<file path="config.mk">
export PLATFORM = sky130hd
export DESIGN_NAME = vector_loader
export DESIGN_NICKNAME = d
export VERILOG_FILES = /design/src/rtl/vector_loader_pkg.sv /design/src/rtl/vector_loader_bank.sv /design/src/rtl/vector_loader.sv
export SDC_FILE = /design/constraint.sdc
export NUM_CORES = 1
export LEC_CHECK = 0
export CAP_MARGIN = 20
export CORE_AREA = 3 3 180 182
export DETAILED_ROUTE_END_ITERATION = 6
export DIE_AREA = 0 0 183 185
export PLACE_DENSITY = 0.67
export SLEW_MARGIN = 5
export SYNTH_ARGS = -nofsm -noshare
export SYNTH_HDL_FRONTEND = slang
export SYNTH_SLANG_ARGS = --single-unit
</file>
<file path="constraint.sdc">
create_clock -name clk -period 2 [get_ports clk]
set_input_delay 0.4 -clock clk [delete_from_list [all_inputs] [get_ports clk]]
set_output_delay 0.4 -clock clk [all_outputs]
set_load 0.1 [all_outputs]
</file>
<file path="src/rtl/vector_loader_pkg.sv">
// Shared types and constants for the vector_loader element-to-vector front end.
package vector_loader_pkg;

    localparam int unsigned FP_WIDTH = 32;
    localparam logic [FP_WIDTH-1:0] FP_ZERO = 32'h0000_0000;

    typedef enum logic {
        BANK_FILL = 1'b0,
        BANK_HOLD = 1'b1
    } bank_state_t;

    // Width needed to hold a count in the range 0..n.
    function automatic int unsigned len_width(input int unsigned n);
        return (n < 1) ? 1 : $clog2(n + 1);
    endfunction

endpackage

</file>
<file path="src/rtl/vector_loader_bank.sv">
// One vector bank: element storage, length and FILL/HOLD state, cleared to zero on release.
module vector_loader_bank
    import vector_loader_pkg::*;
#(
    parameter int unsigned VLEN = 4,
    parameter int unsigned LW   = len_width(VLEN),
    parameter int unsigned IW   = (VLEN > 1) ? $clog2(VLEN) : 1
) (
    input  logic                     clk,
    input  logic                     rst_n,
    input  logic                     wr_en,
    input  logic [IW-1:0]            wr_idx,
    input  logic [FP_WIDTH-1:0]      wr_a,
    input  logic [FP_WIDTH-1:0]      wr_b,
    input  logic                     wr_close,
    input  logic                     rel_en,
    output bank_state_t              state,
    output logic [FP_WIDTH*VLEN-1:0] data_a,
    output logic [FP_WIDTH*VLEN-1:0] data_b,
    output logic [LW-1:0]            len
);

    bank_state_t state_q, state_d;

    always_ff @(posedge clk or negedge rst_n) begin
        if (!rst_n) begin
            state_q <= BANK_FILL;
        end else begin
            state_q <= state_d;
        end
    end

    always_comb begin
        state_d = state_q;
        case (state_q)
            BANK_FILL: if (wr_en && wr_close) state_d = BANK_HOLD;
            BANK_HOLD: if (rel_en)            state_d = BANK_FILL;
            default:                          state_d = BANK_FILL;
        endcase
    end

    // Clearing on release keeps unwritten slots at +0.0, so a short vector is already padded.
    always_ff @(posedge clk or negedge rst_n) begin
        if (!rst_n) begin
            data_a <= '0;
            data_b <= '0;
            len    <= '0;
        end else if (rel_en) begin
            data_a <= '0;
            data_b <= '0;
            len    <= '0;
        end else if (wr_en) begin
            for (int unsigned i = 0; i < VLEN; i++) begin
                if (wr_idx == IW'(i)) begin
                    data_a[i*FP_WIDTH +: FP_WIDTH] <= wr_a;
                    data_b[i*FP_WIDTH +: FP_WIDTH] <= wr_b;
                end
            end
            if (wr_close) begin
                len <= LW'(wr_idx) + LW'(1);
            end
        end
    end

    assign state = state_q;

endmodule

</file>
<file path="src/rtl/vector_loader.sv">
// Assembles streamed float32 pairs into VLEN-wide packed vectors for the dot-product stage.
// Define VECTOR_LOADER_DBUF_EN for a ping-pong pair of banks; otherwise a single bank is used.
module vector_loader
    import vector_loader_pkg::*;
#(
    parameter int unsigned VLEN = 4,
    parameter int unsigned LW   = len_width(VLEN)
) (
    input  logic                     clk,
    input  logic                     rst_n,
    input  logic                     in_valid,
    output logic                     in_ready,
    input  logic [31:0]              in_a,
    input  logic [31:0]              in_b,
    input  logic                     in_last,
    output logic                     out_valid,
    input  logic                     out_ready,
    output logic [32*VLEN-1:0]       out_a,
    output logic [32*VLEN-1:0]       out_b,
    output logic [LW-1:0]            out_len
);

    localparam int unsigned IW = (VLEN > 1) ? $clog2(VLEN) : 1;
    localparam logic [IW-1:0] LAST_IDX = IW'(VLEN - 1);

`ifdef VECTOR_LOADER_DBUF_EN
    localparam int unsigned NB = 2;
`else
    localparam int unsigned NB = 1;
`endif

    bank_state_t               bank_st [NB];
    logic [FP_WIDTH*VLEN-1:0]  bank_a  [NB];
    logic [FP_WIDTH*VLEN-1:0]  bank_b  [NB];
    logic [LW-1:0]             bank_len[NB];
    logic [NB-1:0]             fill_sel;
    logic [NB-1:0]             drain_sel;

    logic [IW-1:0] wr_idx;
    logic          in_fire;
    logic          in_close;
    logic          out_fire;

    assign in_fire  = in_valid && in_ready;
    assign in_close = in_last || (wr_idx == LAST_IDX);
    assign out_fire = out_valid && out_ready;

    always_ff @(posedge clk or negedge rst_n) begin
        if (!rst_n) begin
            wr_idx <= '0;
        end else if (in_fire) begin
            wr_idx <= in_close ? '0 : wr_idx + 1'b1;
        end
    end

`ifdef VECTOR_LOADER_DBUF_EN
    logic fill_ptr;
    logic drain_ptr;

    // Both pointers advance through the banks in the same order, which keeps output order equal to input order.
    always_ff @(posedge clk or negedge rst_n) begin
        if (!rst_n) begin
            fill_ptr  <= 1'b0;
            drain_ptr <= 1'b0;
        end else begin
            if (in_fire && in_close) fill_ptr  <= ~fill_ptr;
            if (out_fire)            drain_ptr <= ~drain_ptr;
        end
    end

    assign fill_sel  = {fill_ptr, ~fill_ptr};
    assign drain_sel = {drain_ptr, ~drain_ptr};
    assign in_ready  = (bank_st[fill_ptr] == BANK_FILL);
    assign out_valid = (bank_st[drain_ptr] == BANK_HOLD);
    assign out_a     = bank_a[drain_ptr];
    assign out_b     = bank_b[drain_ptr];
    assign out_len   = bank_len[drain_ptr];
`else
    assign fill_sel  = 1'b1;
    assign drain_sel = 1'b1;
    assign in_ready  = (bank_st[0] == BANK_FILL);
    assign out_valid = (bank_st[0] == BANK_HOLD);
    assign out_a     = bank_a[0];
    assign out_b     = bank_b[0];
    assign out_len   = bank_len[0];
`endif

    for (genvar g = 0; g < NB; g++) begin : g_bank
        vector_loader_bank #(
            .VLEN (VLEN),
            .LW   (LW),
            .IW   (IW)
        ) u_bank (
            .clk      (clk),
            .rst_n    (rst_n),
            .wr_en    (in_fire && fill_sel[g]),
            .wr_idx   (wr_idx),
            .wr_a     (in_a),
            .wr_b     (in_b),
            .wr_close (in_close),
            .rel_en   (out_fire && drain_sel[g]),
            .state    (bank_st[g]),
            .data_a   (bank_a[g]),
            .data_b   (bank_b[g]),
            .len      (bank_len[g])
        );
    end

endmodule

</file>
After elaboration in Yosys (flattened, before gate mapping)
Index checks and enable logic that the tools add are counted.

Flip-flop bits (word level): 262. Output and inout bits: 261. Logic and storage cells: 52.

Add/subtract/negate cells: 2. Eq/ne operators: 3. Multiplexer cells: 19. Bitwise operators: 1. Reduce and logical (&&, ||, !) cells: 16.

Operator list (number): 128-bit 2-to-1 mux (4); 32-bit 2-to-1 mux (8); 2-bit nonzero test (6); 2-bit AND reduction (5); 3-bit 2-to-1 mux (3); 2-bit == test, second input constant (2); 2-bit by 1-bit adder with 3-bit output, second input constant (1); 1-bit logical AND (3); 2-bit by 1-bit adder with 2-bit output, second input constant (1); 2-bit by 1-bit == test with 1-bit output, second input constant (1); 2-bit zero test (1); 1-bit 2-to-1 mux (2); 2-bit 2-to-1 mux (1); 1-bit one-hot mux with 2 select lines (1); 1-bit logical OR (1); 1-bit NOT (1).

Longest topological paths before layout
Gate-level depths: netlist of the first run.

Depth after elaboration: 5. Gate-level depth with buffers: 7. Depth with buffers taken out: 5.

Hierarchy
From an unflattened synthesis of the first run, not the netlist that was laid out.

Cells, all modules: 933. Area, all modules: 11736.3 um2.

By module, submodules not included: vector_loader_bank (instances 1, cells an instance 921, area each 11609.9 um2); vector_loader (instances 1, cells an instance 12, area each 126.4 um2).

Worst setup path before layout of the first run
Ideal clock, no wire load.

Kind: flip-flop to output port. Start point: register g_bank[0].u_bank.state_q. End point: output in_ready. Arrival: 1.773 ns. Slack: -0.173 ns. Cell stages (with the launch flop): 4. Path buffers: 2. Cell sequence: dfrtp_1 buf_6 buf_2 inv_1.

Longest elaborated chain between the ends: 1.

Ends and longest elaborated chain: start, declared (line vector_loader_bank.sv:23) `bank_state_t state_q, state_d;`; start signal, assigned (line vector_loader_bank.sv:29) `state_q <= state_d;`; 1-bit NOT (line vector_loader.sv:81) `assign in_ready = (bank_st[0] == BANK_FILL);`; end, declared (line vector_loader.sv:12) `output logic in_ready,`.

No other way between the ends.

Final worst setup path of the first run
Start point: register g_bank[0].u_bank.state_q. End point: output out_valid.

RTL lines: end, declared (line vector_loader.sv:16) `output logic out_valid,`.

No word-level cell between the ends.

==> flow_metrics.py, run 1 <==
metrics = {
    "sta": {
        "fin_crit_ps": 1870,
        "finalMaxSlewViolations": 0,
        "timing.final.ws_setup_ps": 126,
        "slew_headroom": 0.631,
        "fin_crit_sh": 0.937,
        "hold_ws_ps": 357,
        "rsz0062_at_grt": "false",
        "final-setup-viol-count": 0,
        "final.setup.tns_ps": 0,
        "hold_viol_final": 0,
        "max_freq_ghz": 0.534,
        "tightest_slew_ps": 553,
        "finalClockSkew_ps": 12.1,
    },
    "critical_path": {
        "crit_arrival_ps": 1470,
        "crit_path_max_fanout": 20,
        "endpoint_kind": "output pin",
        "worstPathRequired_ps": 1600,
        "path_class": "register to output pin",
        "crit_path_start_kind": "register",
    },
    "floorplanning": {
        "rows": 64,
        "start_util": 0.400,
        "die_h_um": 185,
        "die_w_um": 183,
        "ios": 330,
        "die-area_mm2": 0.0339,
        "core-area_mm2": 0.0307,
    },
    "synthesis": {
        "synth_top_cell_by_area": "dfrtp_1",
        "synth_top_area_share": 0.534,
        "synthTopCellsByArea": "dfrtp_1 (53%), mux2i_1 (21%), nand2_1 (8.0%)",
        "synth-seq-cells": 262,
        "synthesis.area_mm2": 0.0123,
        "ys_seq_area_frac": 0.534,
        "ys_types": 19,
        "ys.warnings.count": 0,
        "syn-instance-count": 1145,
        "syn_avg_cell_area_um2": 10.7,
        "syn-num-nets": 1219,
    },
    "min_path": {
        "hold_class": "input port to async pin",
    },
    "run_status": {
        "status": "finished, final reports clean",
    },
    "placement": {
        "portBuffers": 329,
        "place_hpwl_um": 24500,
        "pre_cts_slack_ps": 124,
        "routabilityCongestion": 0.776,
    },
    "finish": {
        "nFillCells": 2733,
        "seq_area_mm2": 0.00656,
        "multi_input_area_mm2": 0.00503,
        "diodes": 0,
        "area_growth_pct": 35.2,
        "post_route_cells_drive_above_1_share": 0.243,
        "finalNetCount": 1535,
    },
    "clocking": {
        "cts_root_buf": "clkbuf_16",
        "path_clk_slew_ps": 60,
        "post-cts-setup-buffer-count": 0,
        "cts.htree.levels": 1,
        "cts_tree": "yes",
        "numCtsBuffers": 30,
        "clkSinkCount": 262,
        "cts.path.max_buffers": 3,
        "worstSkewPairLatency_ps": 550,
    },
    "drt": {
        "drt_iter0_drc": 576,
        "drc": 0,
        "num_vias": 9615,
        "vias_per_cell": 5.11,
        "ant_nets": 0,
        "first_pass_iters": 4,
        "routed_wl_um": 35900,
        "wl_per_cell_um": 19.1,
    },
    "global_route": {
        "grt_pass1_wl_um": 56300,
        "grt_pass1_vias": 9818,
        "grt_overflow_total": 0,
        "grt_max_degree": 122,
        "grt_util_all_layers": 0.205,
        "antenna_found_initial": 0,
    },
    "flow_run": {
        "maxCapViolCount": 0,
    },
}
-- metrics by stage --
step                instance area (µm²)  instances  utilization
floorplan                         12300       1145            -
global placement                  15500       1824        0.503
detailed placement                15500       1824        0.503
CTS                               16600       1880        0.540
global route                      16600       1880        0.540
finish                            16600       1880        0.540
-- Yosys cell counts (all sizes together) --
cell type / count
nand2: 266
dfrtp: 262
mux2i: 259
o21ai: 257
buf: 57
clkbuf: 26
ha: 5
inv: 5
nor2: 3
a21o: 1
nand2b: 1
nor2b: 1
nor4: 1
o22ai: 1
-- flip-flops by register name (all words and copies together), names as in the netlist --
signal and count:
g_bank.u_bank.data_b 128, g_bank.u_bank.len 3, g_bank.u_bank.state 1, g_bank.u_bank.data_a 128
wr_idx 2
-- layout make-up --
| class | count | share of cell area |
|---|---|---|
| Timing Repair Buffer | 367 | 0.203 |
| Tap cell | 396 | 0.0298 |
| Clock inverter | 14 | 0.0138 |
| Sequential cell | 262 | 0.395 |
| Clock buffer | 41 | 0.0538 |
| Multi-Input combinational cell | 795 | 0.303 |
| Inverter | 5 | 0.00136 |
-- per-layer routing --
layer | routed length (µm) | vias to the layer above | track usage | part of all wire
met4 | 575 | 0 | 0.0369 | 0.016
met2 | 16600 | 297 | 0.339 | 0.46
met5 | 0 | - | 0 | 0
li1 | - | 4562 | - | -
met3 | 3310 | 36 | 0.0678 | 0.092
met1 | 15400 | 4720 | 0.268 | 0.43
-- cell usage in the layout (no fill, tap or decap), types with 8 or more instances in the layout --
cell type / n
clkdlybuf4s50_1: 67
o21ai_0: 145
dfrtp_1: 261
buf_4: 262
clkbuf_16: 31
buf_12: 35
nand2_1: 262
o21ai_1: 112
mux2i_1: 259
clkbuf_8: 8
-- logic make-up (layout without fill, tap and decap cells) --
group                      count (synthesis)  count (layout)  share of synthesized area
and+or+nand+nor                          272             272                     0.0876
muxes                                    259             259                      0.211
DFF                                      262             262                      0.534
buffers and inverters                     88             427                     0.0568
AOI/OAI and AO/OA                        259             259                      0.106
adders and majority gates                  5               5                    0.00509
-- worst paths after layout --
check	from	endpoint	slack (ps)	cells past startpoint
max in group asynchronous	rst_n	g_bank[0].u_bank.data_a[24]	930	3
max	g_bank[0].u_bank.state	out_valid	130	2
min	rst_n	g_bank[0].u_bank.data_a[59]	360	2
max reg2reg	wr_idx[0]	g_bank[0].u_bank.data_b[74]	340	6
min in group clk	g_bank[0].u_bank.data_b[78]	g_bank[0].u_bank.data_b[78]	510	2
min reg2reg	g_bank[0].u_bank.data_b[78]	g_bank[0].u_bank.data_b[78]	510	2
-- repair_timing --
action,4_1_cts,5_1_grt
resized for setup,0,1
endpoints found under the hold margin,36,0
endpoints found under the setup margin,0,1
hold buffers,1,0
-- critical path, stage by stage, from the launching register on --
cell	delay, ps
dfrtp_4	500
buf_6	230
buf_12	200
Power of run 1 is not shown: default switching activity piles up to over one toggle a cycle in this logic, so the estimate is an artifact.
==> run 2: changes to the inputs <==
--- a/config.mk
+++ b/config.mk
@@ -9,6 +9,7 @@
 export CORE_AREA = 3 3 180 182
 export DETAILED_ROUTE_END_ITERATION = 6
 export DIE_AREA = 0 0 183 185
+export GPL_TIMING_DRIVEN = 1
 export PLACE_DENSITY = 0.67
 export SLEW_MARGIN = 5
 export SYNTH_ARGS = -nofsm -noshare
==> results of run 2 <==
Same layout as run 1: the final DEF is identical, and so are final timing and power.
Power of run 2 is left out for the same reason.
==> run 3: changes to the inputs <==
--- a/config.mk
+++ b/config.mk
@@ -9,8 +9,8 @@
 export CORE_AREA = 3 3 180 182
 export DETAILED_ROUTE_END_ITERATION = 6
 export DIE_AREA = 0 0 183 185
+export DONT_BUFFER_PORTS = 1
 export GPL_TIMING_DRIVEN = 1
-export PLACE_DENSITY = 0.67
 export SLEW_MARGIN = 5
 export SYNTH_ARGS = -nofsm -noshare
 export SYNTH_HDL_FRONTEND = slang
==> constraint.sdc (replaced) <==
create_clock -name clk -period 2 [get_ports clk]
set_input_delay 0.4 -clock clk [delete_from_list [all_inputs] [get_ports clk]]
set_output_delay 0.4 -clock clk [all_outputs]
set_load 0.05 [all_outputs]
==> run 3 against run 2 <==
  * The run now ends with negative hold slack left
  * Clock-buffer cell count unchanged
  * Die area unchanged
  * Final cell count decreased by 18%
  * Hold slack got worse by 810 ps
  * Cell area decreased by 19%
  * Maximum frequency increased by 2.5%
  * Clock skew decreased by 1.1 ps
  * Routed wire length decreased by 9.4%
  * Global-route usage decreased by 2.1 points
  * Non-clock buffer count decreased by 344
  * Critical path type unchanged
==> flow_metrics.py, run 3 (synthesis gave the netlist of run 1 again) <==
metrics = {
    "flow_run": {
        "maxCapViolCount": 0,
    },
    "drt": {
        "vias_per_cell": 5.42,
        "drt_iter0_drc": 456,
        "first_pass_iters": 7,
        "ant_nets": 0,
        "routed_wl_um": 32500,
        "wl_per_cell_um": 21.2,
        "drc": 0,
        "num_vias": 8309,
    },
    "sta": {
        "finalClockSkew_ps": 11.1,
        "slew_headroom": 0.552,
        "fin_crit_ps": 1830,
        "hold_viol_final": 262,
        "fin_crit_sh": 0.914,
        "rsz0062_at_grt": "false",
        "final-setup-viol-count": 0,
        "tightest_slew_ps": 672,
        "hold_ws_ps": -456,
        "final.setup.tns_ps": 0,
        "finalMaxSlewViolations": 0,
        "max_freq_ghz": 0.547,
    },
    "critical_path": {
        "crit_arrival_ps": 1430,
        "worstPathRequired_ps": 1600,
        "max_stage_delay_ps": 520,
        "crit_path_max_fanout": 6,
        "critical_path.slowest_cell": "dfrtp_4",
        "path_class": "register to output pin",
        "crit_path_start_kind": "register",
        "cp_num_buf_inv": 1,
        "path_cells": "inv_1",
        "cp_top_family": "flip-flops",
        "endpoint_kind": "output pin",
    },
    "finish": {
        "area_growth_pct": 9.36,
        "diodes": 0,
        "final_common_cell": "nand2_1",
        "top_regs": "g_bank.u_bank.data_a (128), g_bank.u_bank.data_b (128), g_bank.u_bank.len (3)",
        "multi_input_area_mm2": 0.00503,
        "finalNetCount": 1190,
        "nFillCells": 2824,
        "seq_area_mm2": 0.00656,
        "post_route_cells_drive_above_1_share": 0.0694,
        "mostFrequentLayoutCells": "nand2_1 (262), dfrtp_1 (261), mux2i_1 (259)",
    },
    "clocking": {
        "cts_tree": "yes",
        "cts_hold_buf": 1,
        "clkSinkCount": 262,
        "numCtsBuffers": 29,
        "cts_root_buf": "clkbuf_16",
        "cts.htree.levels": 1,
        "path_clk_slew_ps": 60,
        "cts-resized-gates": 0,
        "worstSkewPairLatency_ps": 540,
        "cts.path.max_buffers": 3,
        "post-cts-setup-buffer-count": 0,
    },
    "floorplanning": {
        "core-area_mm2": 0.0307,
        "die-area_mm2": 0.0339,
        "rows": 64,
        "ios": 330,
        "start_util": 0.400,
        "die_w_um": 183,
        "die_h_um": 185,
    },
    "pwr": {
        "internal_power_mw": 12.0,
        "seq_power_share": 0.633,
        "p_sw_mw": 12.9,
        "peakVddDrop_v": 0.000900,
        "pwr-share-clk": 0.216,
        "power_density_mw_per_mm2": 1850,
        "p_leak_nw": 7.10,
        "pwr-share-comb": 0.151,
        "p_sw_frac": 0.518,
    },
    "global_route": {
        "grt_util_all_layers": 0.184,
        "grt_max_degree": 263,
        "grt_pass1_wl_um": 50200,
        "antenna_found_initial": 0,
        "grt_overflow_total": 0,
        "grt_pass1_vias": 8191,
    },
    "placement": {
        "routabilityCongestion": 0.765,
        "portBuffers": 0,
        "place_hpwl_um": 21000,
    },
    "min_path": {
        "hold_class": "input port to async pin",
    },
    "run_status": {
        "status": "finished with violations",
        "violations": "negative hold slack",
    },
}
-- run 3: power by group through the flow --
stage / clock, mW / combinational, mW / sequential, mW
2_1_floorplan: 0 / 3.24 / 15.0
3_3_place_gp: 0 / 3.65 / 15.8
3_5_place_dp: 0 / 3.84 / 15.9
4_1_cts: 5.53 / 3.82 / 15.8
5_1_grt: 5.76 / 4.28 / 16.1
6_report: 5.36 / 3.76 / 15.8
-- run 3: cell type report --
cell class                 instances  share of cell area
clock buffer                      41              0.0633
clock inverter                    12             0.00866
inverter                           5             0.00140
multi-input combinational        795               0.374
sequential                       262               0.488
tap                              396              0.0369
timing repair buffer              23              0.0270
-- run 3: through the flow --
| step | setup slack (ps) | util | std cells | cell area (µm²) | power [mW] |
|---|---|---|---|---|---|
| after detailed placement | 267 | 0.405 | 1480 | 12500 | 19.7 |
| after global routing | 112 | 0.437 | 1534 | 13400 | 26.1 |
| after global placement | 330 | 0.405 | 1480 | 12500 | 19.5 |
| final | 172 | 0.437 | 1534 | 13400 | 24.9 |
| after floorplan | 360 | - | 1145 | 12300 | 18.3 |
| after CTS | 144 | 0.437 | 1534 | 13400 | 25.1 |
-- run 3: path summary, 6_finish.rpt --
check | slack (ps) | endpoint | start | cells past startpoint
max in group asynchronous | 1870 | g_bank[0].u_bank.data_b[93] | rst_n | 0
max | 170 | in_ready | g_bank[0].u_bank.state | 1
min in group clk | 40 | g_bank[0].u_bank.data_a[45] | in_a[13] | 2
min | -460 | g_bank[0].u_bank.data_a[74] | rst_n | 0
min reg2reg | 580 | wr_idx[1] | wr_idx[1] | 2
max reg2reg | 270 | g_bank[0].u_bank.data_b[0] | wr_idx[0] | 6
-- run 3: metal layers --
layer,track usage,wire length [µm],vias up
li1,-,-,3882
met1,0.224,12900,4063
met2,0.295,14800,314
met3,0.0899,4070,50
met4,0.0460,761,0
met5,0,0,-
Note: power is estimated with default switching activity, not from simulation.
